--- src/rtl/control_sequencer_if.sv ---
// control_sequencer_if
// Groups the sequencer's step/control signals into one bundle.
//   master : drives clk_en, prog_mode, opcode, flag_c, flag_z;
//            observes ctrl_word, tstate, halted, instr_done
//   slave  : the sequencer side (mirror of master)
interface control_sequencer_if;
    logic        clk_en;
    logic        prog_mode;
    logic [3:0]  opcode;
    logic        flag_c;
    logic        flag_z;
    logic [15:0] ctrl_word;
    logic [2:0]  tstate;
    logic        halted;
    logic        instr_done;

    modport master (
        output clk_en, prog_mode, opcode, flag_c, flag_z,
        input  ctrl_word, tstate, halted, instr_done
    );

    modport slave (
        input  clk_en, prog_mode, opcode, flag_c, flag_z,
        output ctrl_word, tstate, halted, instr_done
    );
endinterface

--- src/rtl/control_sequencer.sv ---
// control_sequencer
// Microcode sequencer for an 8-bit breadboard-style CPU. Steps through
// microsteps T0..T4 per instruction and decodes the 16-bit control word
// from (tstate, opcode, flags).
// Ports:
//   clk   : system clock, rising edge
//   rst_n : asynchronous active-low reset
//   bus   : control_sequencer_if.slave
//           in : clk_en (step enable), prog_mode (RAM programming request),
//                opcode[3:0], flag_c, flag_z
//           out: ctrl_word[15:0] (HLT MI RI RO IO II AI AO EO SU BI OI CE CO J FI),
//                tstate[2:0], halted, instr_done (one-clk pulse on return to T0)
// Parameter:
//   SKIP_IDLE : 1 = cut an instruction short once its remaining steps are all zero
module control_sequencer #(
    parameter int SKIP_IDLE = 1
) (
    input  logic                  clk,
    input  logic                  rst_n,
    control_sequencer_if.slave    bus
);

    typedef enum logic [1:0] {
        ST_RUN  = 2'd0,
        ST_HALT = 2'd1,
        ST_PROG = 2'd2
    } state_t;

    localparam logic [3:0] OP_HLT = 4'hF;

    state_t     state_q, state_d;
    logic [2:0] tstate_q, tstate_d;
    logic       done_q, done_d;

    // Microcode ROM: control word for a given step, opcode and flag set.
    function automatic logic [15:0] step_word(input logic [2:0] t,
                                              input logic [3:0] op,
                                              input logic       c,
                                              input logic       z);
        logic [15:0] w;
        w = 16'h0000;
        case (t)
            3'd0: w = 16'h4004;                   // CO|MI
            3'd1: w = 16'h1408;                   // RO|II|CE
            3'd2: begin
                case (op)
                    4'h1, 4'h2, 4'h3, 4'h4: w = 16'h4800;   // IO|MI
                    4'h5: w = 16'h0A00;                     // IO|AI
                    4'h6: w = 16'h0802;                     // IO|J
                    4'h7: w = c ? 16'h0802 : 16'h0000;
                    4'h8: w = z ? 16'h0802 : 16'h0000;
                    4'hE: w = 16'h0110;                     // AO|OI
                    4'hF: w = 16'h8000;                     // HLT
                    default: w = 16'h0000;
                endcase
            end
            3'd3: begin
                case (op)
                    4'h1: w = 16'h1200;                     // RO|AI
                    4'h2, 4'h3: w = 16'h1020;               // RO|BI
                    4'h4: w = 16'h2100;                     // AO|RI
                    default: w = 16'h0000;
                endcase
            end
            3'd4: begin
                case (op)
                    4'h2: w = 16'h0281;                     // EO|AI|FI
                    4'h3: w = 16'h02C1;                     // EO|AI|SU|FI
                    default: w = 16'h0000;
                endcase
            end
            default: w = 16'h0000;
        endcase
        return w;
    endfunction

    // Next step after Tn (n = 2,3): early return to T0 when the following
    // word is empty and skipping is enabled.
    function automatic logic skip_after(input logic [2:0] t,
                                        input logic [3:0] op,
                                        input logic       c,
                                        input logic       z);
        return (SKIP_IDLE != 0) && (step_word(t + 3'd1, op, c, z) == 16'h0000);
    endfunction

    always_ff @(posedge clk or negedge rst_n) begin
        if (!rst_n) begin
            state_q  <= ST_RUN;
            tstate_q <= 3'd0;
            done_q   <= 1'b0;
        end else begin
            state_q  <= state_d;
            tstate_q <= tstate_d;
            done_q   <= done_d;
        end
    end

    always_comb begin
        state_d  = state_q;
        tstate_d = tstate_q;
        done_d   = 1'b0;
        if (bus.prog_mode) begin
            // Programming request wins regardless of clk_en, even mid-instruction.
            state_d  = ST_PROG;
            tstate_d = 3'd0;
        end else begin
            case (state_q)
                ST_PROG: begin
                    state_d  = ST_RUN;
                    tstate_d = 3'd0;
                end
                ST_HALT: begin
                    state_d  = ST_HALT;
                    tstate_d = 3'd0;
                end
                default: begin
                    if (bus.clk_en) begin
                        case (tstate_q)
                            3'd0: tstate_d = 3'd1;
                            3'd1: tstate_d = 3'd2;
                            3'd2: begin
                                if (bus.opcode == OP_HLT) begin
                                    state_d  = ST_HALT;
                                    tstate_d = 3'd0;
                                end else if (skip_after(3'd2, bus.opcode, bus.flag_c, bus.flag_z)) begin
                                    tstate_d = 3'd0;
                                    done_d   = 1'b1;
                                end else begin
                                    tstate_d = 3'd3;
                                end
                            end
                            3'd3: begin
                                if (skip_after(3'd3, bus.opcode, bus.flag_c, bus.flag_z)) begin
                                    tstate_d = 3'd0;
                                    done_d   = 1'b1;
                                end else begin
                                    tstate_d = 3'd4;
                                end
                            end
                            default: begin
                                tstate_d = 3'd0;
                                done_d   = 1'b1;
                            end
                        endcase
                    end
                end
            endcase
        end
    end

    // ctrl_word is forced quiet during reset, programming and halt so no
    // partial step ever reaches the datapath.
    always_comb begin
        bus.ctrl_word = 16'h0000;
        if (rst_n && !bus.prog_mode && state_q == ST_RUN)
            bus.ctrl_word = step_word(tstate_q, bus.opcode, bus.flag_c, bus.flag_z);
    end

    assign bus.tstate     = tstate_q;
    assign bus.halted     = (state_q == ST_HALT);
    assign bus.instr_done = done_q;

endmodule

--- src/flat_wrapper.sv ---
// flat-port wrapper written by rule: the top's interface ports become plain ports
module control_sequencer_flat 
#(
    parameter int SKIP_IDLE = 1
)
  (clk, rst_n, bus_clk_en, bus_prog_mode, bus_opcode, bus_flag_c, bus_flag_z, bus_ctrl_word, bus_tstate, bus_halted, bus_instr_done);
  control_sequencer_if bus_i ();
  input  logic clk;
  input  logic rst_n;
  input wire logic [$bits(bus_i.clk_en)-1:0] bus_clk_en;
  input wire logic [$bits(bus_i.prog_mode)-1:0] bus_prog_mode;
  input wire logic [$bits(bus_i.opcode)-1:0] bus_opcode;
  input wire logic [$bits(bus_i.flag_c)-1:0] bus_flag_c;
  input wire logic [$bits(bus_i.flag_z)-1:0] bus_flag_z;
  output wire logic [$bits(bus_i.ctrl_word)-1:0] bus_ctrl_word;
  output wire logic [$bits(bus_i.tstate)-1:0] bus_tstate;
  output wire logic [$bits(bus_i.halted)-1:0] bus_halted;
  output wire logic [$bits(bus_i.instr_done)-1:0] bus_instr_done;
  assign bus_i.clk_en = bus_clk_en;
  assign bus_i.prog_mode = bus_prog_mode;
  assign bus_i.opcode = bus_opcode;
  assign bus_i.flag_c = bus_flag_c;
  assign bus_i.flag_z = bus_flag_z;
  assign bus_ctrl_word = bus_i.ctrl_word;
  assign bus_tstate = bus_i.tstate;
  assign bus_halted = bus_i.halted;
  assign bus_instr_done = bus_i.instr_done;
  control_sequencer #(.SKIP_IDLE(SKIP_IDLE)) u_core (.clk(clk), .rst_n(rst_n), .bus(bus_i));
endmodule
--- config.mk ---
export PLATFORM = sky130hd
export DESIGN_NAME = control_sequencer_flat
export DESIGN_NICKNAME = d
export VERILOG_FILES = /design/src/rtl/control_sequencer_if.sv /design/src/rtl/control_sequencer.sv /design/src/flat_wrapper.sv
export SDC_FILE = /design/constraint.sdc
export NUM_CORES = 1
export LEC_CHECK = 0
export ABC_AREA = 1
export BUFFER_PORTS_ARGS = -buffer_cell sky130_fd_sc_hd__buf_2
export CAP_MARGIN = 20
export CORE_MARGIN = 4
export CORE_UTILIZATION = 41
export CTS_CLUSTER_SIZE = 40
export DETAILED_ROUTE_END_ITERATION = 8
export PLACE_DENSITY_LB_ADDON = 0.25
export SLEW_MARGIN = 20
export SYNTH_ARGS = -nofsm -noshare
export SYNTH_HDL_FRONTEND = slang
export SYNTH_SLANG_ARGS = --single-unit
--- constraint.sdc ---
create_clock -name clk -period 1.4 [get_ports clk]
set_input_delay 0.35 -clock clk [delete_from_list [all_inputs] [get_ports clk]]
set_output_delay 0.35 -clock clk [all_outputs]
set_load 0.02 [all_outputs]
==> run_summary.xml, run 1 <==
<?xml version="1.0" encoding="UTF-8"?>
<metrics>
  <group name="outcome">
    <metric name="run_status" unit="">finished, violations left</metric>
    <metric name="violations_in_the_final_reports" unit="">negative setup slack</metric>
  </group>
  <group name="clock_tree">
    <metric name="clock_tree.htree_level_count" unit="">1</metric>
    <metric name="clock_tree.root_cell" unit="">sky130_fd_sc_hd__clkbuf_4</metric>
    <metric name="clkLatencyLatePin" unit="ps">250</metric>
    <metric name="cts_sinks" unit="">6</metric>
    <metric name="cts_made_buffers" unit="">3</metric>
    <metric name="cts_hold_repair.buffers" unit="">0</metric>
    <metric name="clock_tree_from_tritoncts" unit="">yes</metric>
    <metric name="max-clock-path-buffers" unit="">2</metric>
    <metric name="clk_pin_slew" unit="ps">50</metric>
  </group>
  <group name="logic_synthesis">
    <metric name="syn_avg_cell_area" unit="µm²">5.34</metric>
    <metric name="synth.yosys.seq_area_share" unit="%">22.3</metric>
    <metric name="postSynthCellCount" unit="">126</metric>
    <metric name="synth_warnings" unit="">0</metric>
    <metric name="synth-seq-cells" unit="">6</metric>
    <metric name="synth_fp_nets" unit="">139</metric>
    <metric name="synth_cell_type_count" unit="">16</metric>
    <metric name="synth.cell_area" unit="µm²">673</metric>
  </group>
  <group name="die">
    <metric name="num_rows" unit="">14</metric>
    <metric name="placeableCoreArea" unit="µm²">1520</metric>
    <metric name="ioPinCount" unit="">31</metric>
    <metric name="floorplan.initialDensity" unit="%">44.2</metric>
    <metric name="die-area" unit="µm²">2350</metric>
    <metric name="die_w" unit="µm">48.5</metric>
    <metric name="chipHeight" unit="µm">48.5</metric>
  </group>
  <group name="placed_design">
    <metric name="globalplace.congestion" unit="">0.856</metric>
    <metric name="placed_area" unit="µm²">1160</metric>
    <metric name="place_ws" unit="ps">-255</metric>
    <metric name="place_hpwl" unit="µm">1890</metric>
    <metric name="numPlacedInstances" unit="">201</metric>
    <metric name="io_buffer_count" unit="">30</metric>
  </group>
  <group name="finish">
    <metric name="final_layout_size_suffix_gt1_share" unit="%">50.5</metric>
    <metric name="final_cell_count_no_fill" unit="">208</metric>
    <metric name="antenna_diode_count" unit="">0</metric>
    <metric name="sequential_cell_area" unit="µm²">154</metric>
    <metric name="areaGrowthSynthToFinish" unit="%">96.5</metric>
    <metric name="final_util" unit="%">86.8</metric>
    <metric name="post-route-cell-area" unit="µm²">1320</metric>
    <metric name="finish.net_count" unit="">206</metric>
    <metric name="area_of_combinational_cells_with_multiple_inputs" unit="µm²">557</metric>
    <metric name="fillCellCount" unit="">92</metric>
  </group>
  <group name="global_routing">
    <metric name="first_global_vias" unit="">1015</metric>
    <metric name="pin_count_of_the_biggest_net_entering_global_routing" unit="">8</metric>
    <metric name="overflow" unit="">0</metric>
    <metric name="antenna_found_initial" unit="">0</metric>
    <metric name="grt_usage" unit="%">21.5</metric>
    <metric name="grt_first_pass_wirelength" unit="µm">4050</metric>
  </group>
  <group name="timing">
    <metric name="slew_headroom" unit="%">82.5</metric>
    <metric name="whs" unit="ps">40.5</metric>
    <metric name="timing.final.ws_setup" unit="ps">-455</metric>
    <metric name="final.setup.tns" unit="ps">-6460</metric>
    <metric name="timing.final.crit_share" unit="%">132</metric>
    <metric name="timing.final.hold_violations" unit="">0</metric>
    <metric name="timing.final.crit_period" unit="ps">1850</metric>
    <metric name="skew" unit="ps">0.236</metric>
    <metric name="setup_violations" unit="">17</metric>
    <metric name="max_freq" unit="MHz">539</metric>
    <metric name="rsz0062_at_grt" unit="">true</metric>
    <metric name="final_number_of_max_transition_violations" unit="">0</metric>
    <metric name="timing_worst_slew_pin_value" unit="ps">262</metric>
  </group>
  <group name="power">
    <metric name="pwr_density_cell" unit="nW/µm²">843</metric>
    <metric name="netSwitchingFraction" unit="%">42.0</metric>
    <metric name="p_int" unit="µW">646</metric>
    <metric name="leakage" unit="nW">0.747</metric>
    <metric name="finalPower" unit="mW">1.11</metric>
    <metric name="power.share.combinational" unit="%">62.3</metric>
    <metric name="clkPwrFrac" unit="%">16.1</metric>
    <metric name="pwr-share-seq" unit="%">21.6</metric>
    <metric name="switchingPower" unit="µW">469</metric>
    <metric name="vdd_drop_max" unit="mV">1.23</metric>
  </group>
  <group name="drt">
    <metric name="avgRoutedWirePerCell" unit="µm">11.8</metric>
    <metric name="route.final.wire_length" unit="µm">2450</metric>
    <metric name="drc_errors" unit="">0</metric>
    <metric name="routed_via_density" unit="">4.96</metric>
    <metric name="post_route_ant_nets" unit="">0</metric>
    <metric name="drt_first_pass_iters" unit="">4</metric>
    <metric name="total_number_of_vias" unit="">1032</metric>
    <metric name="drtIter0Drc" unit="">26</metric>
  </group>
  <group name="job">
    <metric name="max_cap_viol_count" unit="">0</metric>
  </group>
  <group name="min_path">
    <metric name="min-delay-path-class" unit="">input port to async pin</metric>
  </group>
  <group name="setup_path">
    <metric name="critical_path_peak_fanout" unit="">7</metric>
    <metric name="startpoint_type" unit="">flop</metric>
    <metric name="setup.worst_path.class" unit="">flop to output pin</metric>
    <metric name="critical_path.reg2reg.endpoint" unit="">u_core.state_q[1]</metric>
    <metric name="worst_r2r_startpoint" unit="">u_core.state_q[0]</metric>
    <metric name="critPathRequiredTime" unit="ps">1050</metric>
    <metric name="end_kind" unit="">output pin</metric>
    <metric name="ff2ff_path_depth" unit="">10</metric>
    <metric name="register_to_register_path_setup_slack" unit="ps">100</metric>
    <metric name="worst_ep_arrival_time" unit="ps">1500</metric>
  </group>
</metrics>
## registers in the layout (all words and copies together) (netlist names)
signal and flops:
u_core.state_q 2, u_core.bus.tstate 3, u_core.bus.instr_done 1
## cells in the final DEF (no fill, tap or decap), types with 3 or more instances in the layout
cell type / synthesis / layout
sky130_fd_sc_hd__nand3_1: 8 / 6
sky130_fd_sc_hd__dfrtp_1: 6 / 3
sky130_fd_sc_hd__inv_2: 2 / 6
sky130_fd_sc_hd__a21oi_1: 4 / 3
sky130_fd_sc_hd__nor2_1: 30 / 20
sky130_fd_sc_hd__buf_4: 2 / 40
sky130_fd_sc_hd__nand2_1: 39 / 38
sky130_fd_sc_hd__dfrtp_2: 0 / 3
sky130_fd_sc_hd__buf_6: 0 / 9
sky130_fd_sc_hd__buf_2: 0 / 15
sky130_fd_sc_hd__clkbuf_4: 0 / 3
sky130_fd_sc_hd__inv_1: 21 / 16
sky130_fd_sc_hd__nor2_4: 0 / 8
## how the worst max path moves through the flow
stage                                  from          endpoint  slack, ps  cells past startpoint
after global routing      u_core.state_q[1]  bus_ctrl_word[8]       -530                      7
final                     u_core.state_q[1]  bus_ctrl_word[8]       -450                      7
after detailed placement  u_core.state_q[1]  bus_ctrl_word[8]       -250                      7
after floorplan           u_core.state_q[0]  bus_ctrl_word[8]       -160                      6
after global placement    u_core.state_q[0]  bus_ctrl_word[8]       -220                      7
after CTS                 u_core.state_q[1]  bus_ctrl_word[8]       -460                      7
## layer usage
| layer | GRT usage [%] | up-vias | routed length, µm |
|---|---|---|---|
| met4 | 13.5 | 0 | 87 |
| met3 | 4.60 | 11 | 106 |
| met5 | 0 | - | 0 |
| met1 | 22.6 | 477 | 976 |
| met2 | 38.0 | 30 | 1280 |
| li1 | - | 514 | - |
## cells in the mapped netlist
library cell | number | area share (%)
sky130_fd_sc_hd__nor3_1 | 3 | 2.2
sky130_fd_sc_hd__o22ai_1 | 1 | 0.93
sky130_fd_sc_hd__nand2_2 | 1 | 0.93
sky130_fd_sc_hd__nand3_1 | 8 | 5.9
sky130_fd_sc_hd__inv_1 | 21 | 12
sky130_fd_sc_hd__inv_2 | 2 | 1.1
sky130_fd_sc_hd__nand3_2 | 1 | 1.5
sky130_fd_sc_hd__ha_1 | 3 | 5.6
sky130_fd_sc_hd__nand4_1 | 2 | 1.9
sky130_fd_sc_hd__nor2_1 | 30 | 17
sky130_fd_sc_hd__a21oi_1 | 4 | 3.0
sky130_fd_sc_hd__o21ai_0 | 2 | 1.5
sky130_fd_sc_hd__buf_4 | 2 | 2.2
sky130_fd_sc_hd__dfrtp_1 | 6 | 22
sky130_fd_sc_hd__o21ai_1 | 1 | 0.74
sky130_fd_sc_hd__nand2_1 | 39 | 22
## kinds of logic (layout without fill, tap and decap cells)
group	Yosys count	count (layout)	share of synthesized area [%]
flip-flops	6	6	22.3
buffers and inverters	25	91	15.1
AO/OA/AOI/OAI	8	8	6.13
adder cells (fa/ha/maj)	3	3	5.58
AND/OR/NAND/NOR	84	84	50.9
## power groups by stage
stage / Combinational (mW) / Clock (mW) / Sequential [mW]
6_report: 0.695 / 0.179 / 0.241
5_1_grt: 0.768 / 0.206 / 0.244
4_1_cts: 0.644 / 0.182 / 0.239
3_5_place_dp: 0.568 / 0 / 0.237
3_3_place_gp: 0.546 / 0 / 0.234
2_1_floorplan: 0.294 / 0 / 0.249
## critical path, cell delays in order (launching register included)
cell                      delay (ps)
sky130_fd_sc_hd__dfrtp_1         390
sky130_fd_sc_hd__inv_2            90
sky130_fd_sc_hd__ha_4            140
sky130_fd_sc_hd__nand3_4         120
sky130_fd_sc_hd__nor2_4          170
sky130_fd_sc_hd__inv_4            70
sky130_fd_sc_hd__o21ai_4         130
sky130_fd_sc_hd__buf_6           130
## cell type report
cell class	instances	area share [%]
tap	16	1.51
inverter	23	6.72
sequential	6	11.6
multi-input combinational	95	42.1
timing repair buffer	64	36.0
clock buffer	4	1.99
## repair_timing
| action | 4_1_cts | 5_1_grt |
|---|---|---|
| buffers inserted | 3 | 2 |
| gates resized for setup | 33 | 2 |
| pin swaps | 9 | 3 |
| endpoints found under the setup margin | 17 | 19 |
Power figures use the tool's default switching activity.
==> run 2: changes to the inputs <==
Clock period 1.4 ns to 1.5 ns, I/O delays scaled along.
==> run 2 against run 1 <==
  * The flow still finishes with violations (negative setup slack)
  * Clock skew increased by 4.2 ps
  * Clock power down 9%
  * Combinational power is 4.5% lower
  * Register-to-register slack is essentially flat
  * Sequential share of layout area grew 0.066 points
  * Non-clock buffer count fell by 3
  * Core utilization is 0.49 points lower
  * Die area unchanged
  * Global-route usage rose by 1.1 points
  * Sequential power decreased by 5%
  * Setup slack improved by 67 ps
  * Total power shrank 5.2%
  * Largest cell class unchanged
  * Largest power group unchanged
==> run_summary.xml, run 2 (synthesized netlist as in run 1, its figures left out) <==
<?xml version="1.0" encoding="UTF-8"?>
<metrics>
  <group name="outcome">
    <metric name="run_status" unit="">finished, violations left</metric>
    <metric name="violations_in_the_final_reports" unit="">negative setup slack</metric>
  </group>
  <group name="setup_path">
    <metric name="startpoint_type" unit="">flop</metric>
    <metric name="crit_path_cell_trace" unit="">inv_1 -&gt; nand3_4 -&gt; nor2_4 -&gt; inv_2 -&gt; o21ai_4 -&gt; buf_6</metric>
    <metric name="critPathRequiredTime" unit="ps">1120</metric>
    <metric name="ff2ff_path_depth" unit="">9</metric>
    <metric name="register_to_register_path_setup_slack" unit="ps">90</metric>
    <metric name="cp_slowest_cell" unit="">sky130_fd_sc_hd__dfrtp_2</metric>
    <metric name="critical_path.startpoint" unit="">u_core.bus.tstate[0]</metric>
    <metric name="slowest_stage_delay_on_critical_path" unit="ps">450</metric>
    <metric name="worst_r2r_startpoint" unit="">u_core.state_q[1]</metric>
    <metric name="worst_ep_arrival_time" unit="ps">1510</metric>
    <metric name="critical_path_peak_fanout" unit="">4</metric>
    <metric name="critical_path.reg2reg.endpoint" unit="">u_core.state_q[0]</metric>
    <metric name="end_kind" unit="">output pin</metric>
    <metric name="setup.worst_path.class" unit="">flop to output pin</metric>
  </group>
  <group name="finish">
    <metric name="antenna_diode_count" unit="">0</metric>
    <metric name="mostFrequentLayoutCell" unit="">sky130_fd_sc_hd__buf_4</metric>
    <metric name="final_util" unit="%">86.3</metric>
    <metric name="areaGrowthSynthToFinish" unit="%">95.4</metric>
    <metric name="final_cell_mix" unit="">sky130_fd_sc_hd__buf_4, sky130_fd_sc_hd__nand2_1, sky130_fd_sc_hd__nor2_1, sky130_fd_sc_hd__inv_1, sky130_fd_sc_hd__buf_2</metric>
    <metric name="final_layout_size_suffix_gt1_share" unit="%">50.3</metric>
    <metric name="fillCellCount" unit="">89</metric>
    <metric name="finish.net_count" unit="">203</metric>
    <metric name="largest_register_ffs" unit="">3</metric>
  </group>
  <group name="timing">
    <metric name="timing.final.crit_share" unit="%">126</metric>
    <metric name="rsz0062_at_grt" unit="">true</metric>
    <metric name="skew" unit="ps">4.40</metric>
    <metric name="setup_violations" unit="">16</metric>
    <metric name="whs" unit="ps">77.7</metric>
    <metric name="slew_headroom" unit="%">83.9</metric>
    <metric name="max_freq" unit="MHz">530</metric>
    <metric name="timing.final.hold_violations" unit="">0</metric>
    <metric name="timing.final.ws_setup" unit="ps">-388</metric>
    <metric name="final_number_of_max_transition_violations" unit="">0</metric>
    <metric name="timing_worst_slew_pin_value" unit="ps">241</metric>
    <metric name="timing.final.crit_period" unit="ps">1890</metric>
  </group>
  <group name="global_routing">
    <metric name="grt_first_pass_wirelength" unit="µm">4400</metric>
    <metric name="grt_use_met2" unit="%">42.8</metric>
    <metric name="antenna_found_initial" unit="">0</metric>
    <metric name="global_route.peak_usage_layer" unit="">met2</metric>
    <metric name="global_route.usage.met3" unit="%">3.37</metric>
    <metric name="pin_count_of_the_biggest_net_entering_global_routing" unit="">8</metric>
    <metric name="grt_use_met1" unit="%">23.2</metric>
    <metric name="first_global_vias" unit="">1057</metric>
    <metric name="grt_usage" unit="%">22.6</metric>
    <metric name="overflow" unit="">0</metric>
  </group>
  <group name="clock_tree">
    <metric name="max-clock-path-buffers" unit="">2</metric>
    <metric name="cts_made_buffers" unit="">3</metric>
    <metric name="clkLatencyLatePin" unit="ps">250</metric>
    <metric name="cts_hold_repair.buffers" unit="">0</metric>
    <metric name="clock_tree_from_tritoncts" unit="">yes</metric>
    <metric name="clock_tree.htree_level_count" unit="">1</metric>
    <metric name="clock_tree.root_cell" unit="">sky130_fd_sc_hd__clkbuf_4</metric>
    <metric name="clk_pin_slew" unit="ps">50</metric>
    <metric name="cts_sinks" unit="">6</metric>
  </group>
  <group name="placed_design">
    <metric name="globalplace.congestion" unit="">0.824</metric>
    <metric name="place_ws" unit="ps">-220</metric>
    <metric name="place_hpwl" unit="µm">1890</metric>
    <metric name="io_buffer_count" unit="">30</metric>
  </group>
  <group name="power">
    <metric name="pwr-share-seq" unit="%">21.8</metric>
    <metric name="leakage" unit="nW">0.737</metric>
    <metric name="pwr_density_cell" unit="nW/µm²">804</metric>
    <metric name="vdd_drop_max" unit="mV">0.895</metric>
    <metric name="clkPwrFrac" unit="%">15.4</metric>
    <metric name="netSwitchingFraction" unit="%">44.8</metric>
    <metric name="p_int" unit="µW">584</metric>
    <metric name="finalPower" unit="mW">1.06</metric>
    <metric name="power.share.combinational" unit="%">62.8</metric>
    <metric name="switchingPower" unit="µW">473</metric>
  </group>
  <group name="die">
    <metric name="num_rows" unit="">14</metric>
    <metric name="die_w" unit="µm">48.5</metric>
    <metric name="floorplan.initialDensity" unit="%">44.2</metric>
    <metric name="chipHeight" unit="µm">48.5</metric>
    <metric name="ioPinCount" unit="">31</metric>
    <metric name="placeableCoreArea" unit="µm²">1520</metric>
    <metric name="die-area" unit="µm²">2350</metric>
  </group>
  <group name="drt">
    <metric name="post_route_ant_nets" unit="">0</metric>
    <metric name="drt_first_pass_iters" unit="">4</metric>
    <metric name="route.final.wire_length" unit="µm">3060</metric>
    <metric name="avgRoutedWirePerCell" unit="µm">14.9</metric>
    <metric name="total_number_of_vias" unit="">1105</metric>
    <metric name="drtIter0Drc" unit="">33</metric>
    <metric name="drc_errors" unit="">0</metric>
    <metric name="routed_via_density" unit="">5.39</metric>
  </group>
  <group name="job">
    <metric name="max_cap_viol_count" unit="">0</metric>
  </group>
  <group name="min_path">
    <metric name="min-delay-path-class" unit="">input port to async pin</metric>
  </group>
</metrics>
[run 2: changes by cell type in the layout (fill, tap and decap cells not counted), sizes merged]
cell / before / now
buf: 64 / 61
[run 2: critical path: cells and delay by family, from the launching register on]
| family | cells | cell delay (ps) |
|---|---|---|
| buffers and inverters | 3 | 380 |
| AOI/OAI and AO/OA | 1 | 160 |
| DFF | 1 | 450 |
| and+or+nand+nor | 2 | 260 |
[run 2: metal layers]
metal  vias to the layer above  part of all wire [%]
li1                        506                     -
met1                       524                    35
met2                        60                    54
met3                        15                   7.0
met4                         0                   3.7
met5                         -                     0
[run 2: layout make-up]
cell class              count  area, µm²  share of cell area, %
clock buffers               4       26.3                   2.00
inverters                  23       86.3                   6.57
multi-input cells          95        579                   44.1
flip-flops and latches      6        154                   11.7
well taps                  16       20.0                   1.52
repair buffers             61        449                   34.2
[run 2: timing repair]
action	4_1_cts	5_1_grt
pin swaps	2	4
buffers inserted	2	4
resized for setup	33	7
endpoints found under the setup margin	17	19
[run 2: power by group through the flow]
| stage | combinational [mW] | clock, mW | sequential [mW] |
|---|---|---|---|
| after global routing | 0.721 | 0.177 | 0.233 |
| after detailed placement | 0.510 | 0 | 0.220 |
| after floorplan | 0.274 | 0 | 0.233 |
| after CTS | 0.566 | 0.166 | 0.225 |
| final | 0.664 | 0.163 | 0.230 |
| after global placement | 0.486 | 0 | 0.216 |
[run 2: stage by stage]
stage	cell area, µm²	instances	TNS, ps
2_1_floorplan	767	126	-578
3_3_place_gp	1110	196	-1340
3_5_place_dp	1110	196	-2210
4_1_cts	1260	202	-4290
5_1_grt	1320	205	-6230
6_report	1320	205	-5090
[run 2: worst max-delay path by stage]
stage / endpoint / slack, ps / cells after the start
after CTS: bus_ctrl_word[8] / -320 / 7
after global placement: bus_ctrl_word[9] / -150 / 7
after detailed placement: bus_ctrl_word[9] / -220 / 7
final: bus_ctrl_word[8] / -390 / 6
after floorplan: bus_ctrl_word[8] / -90 / 6
after global routing: bus_ctrl_word[8] / -460 / 7
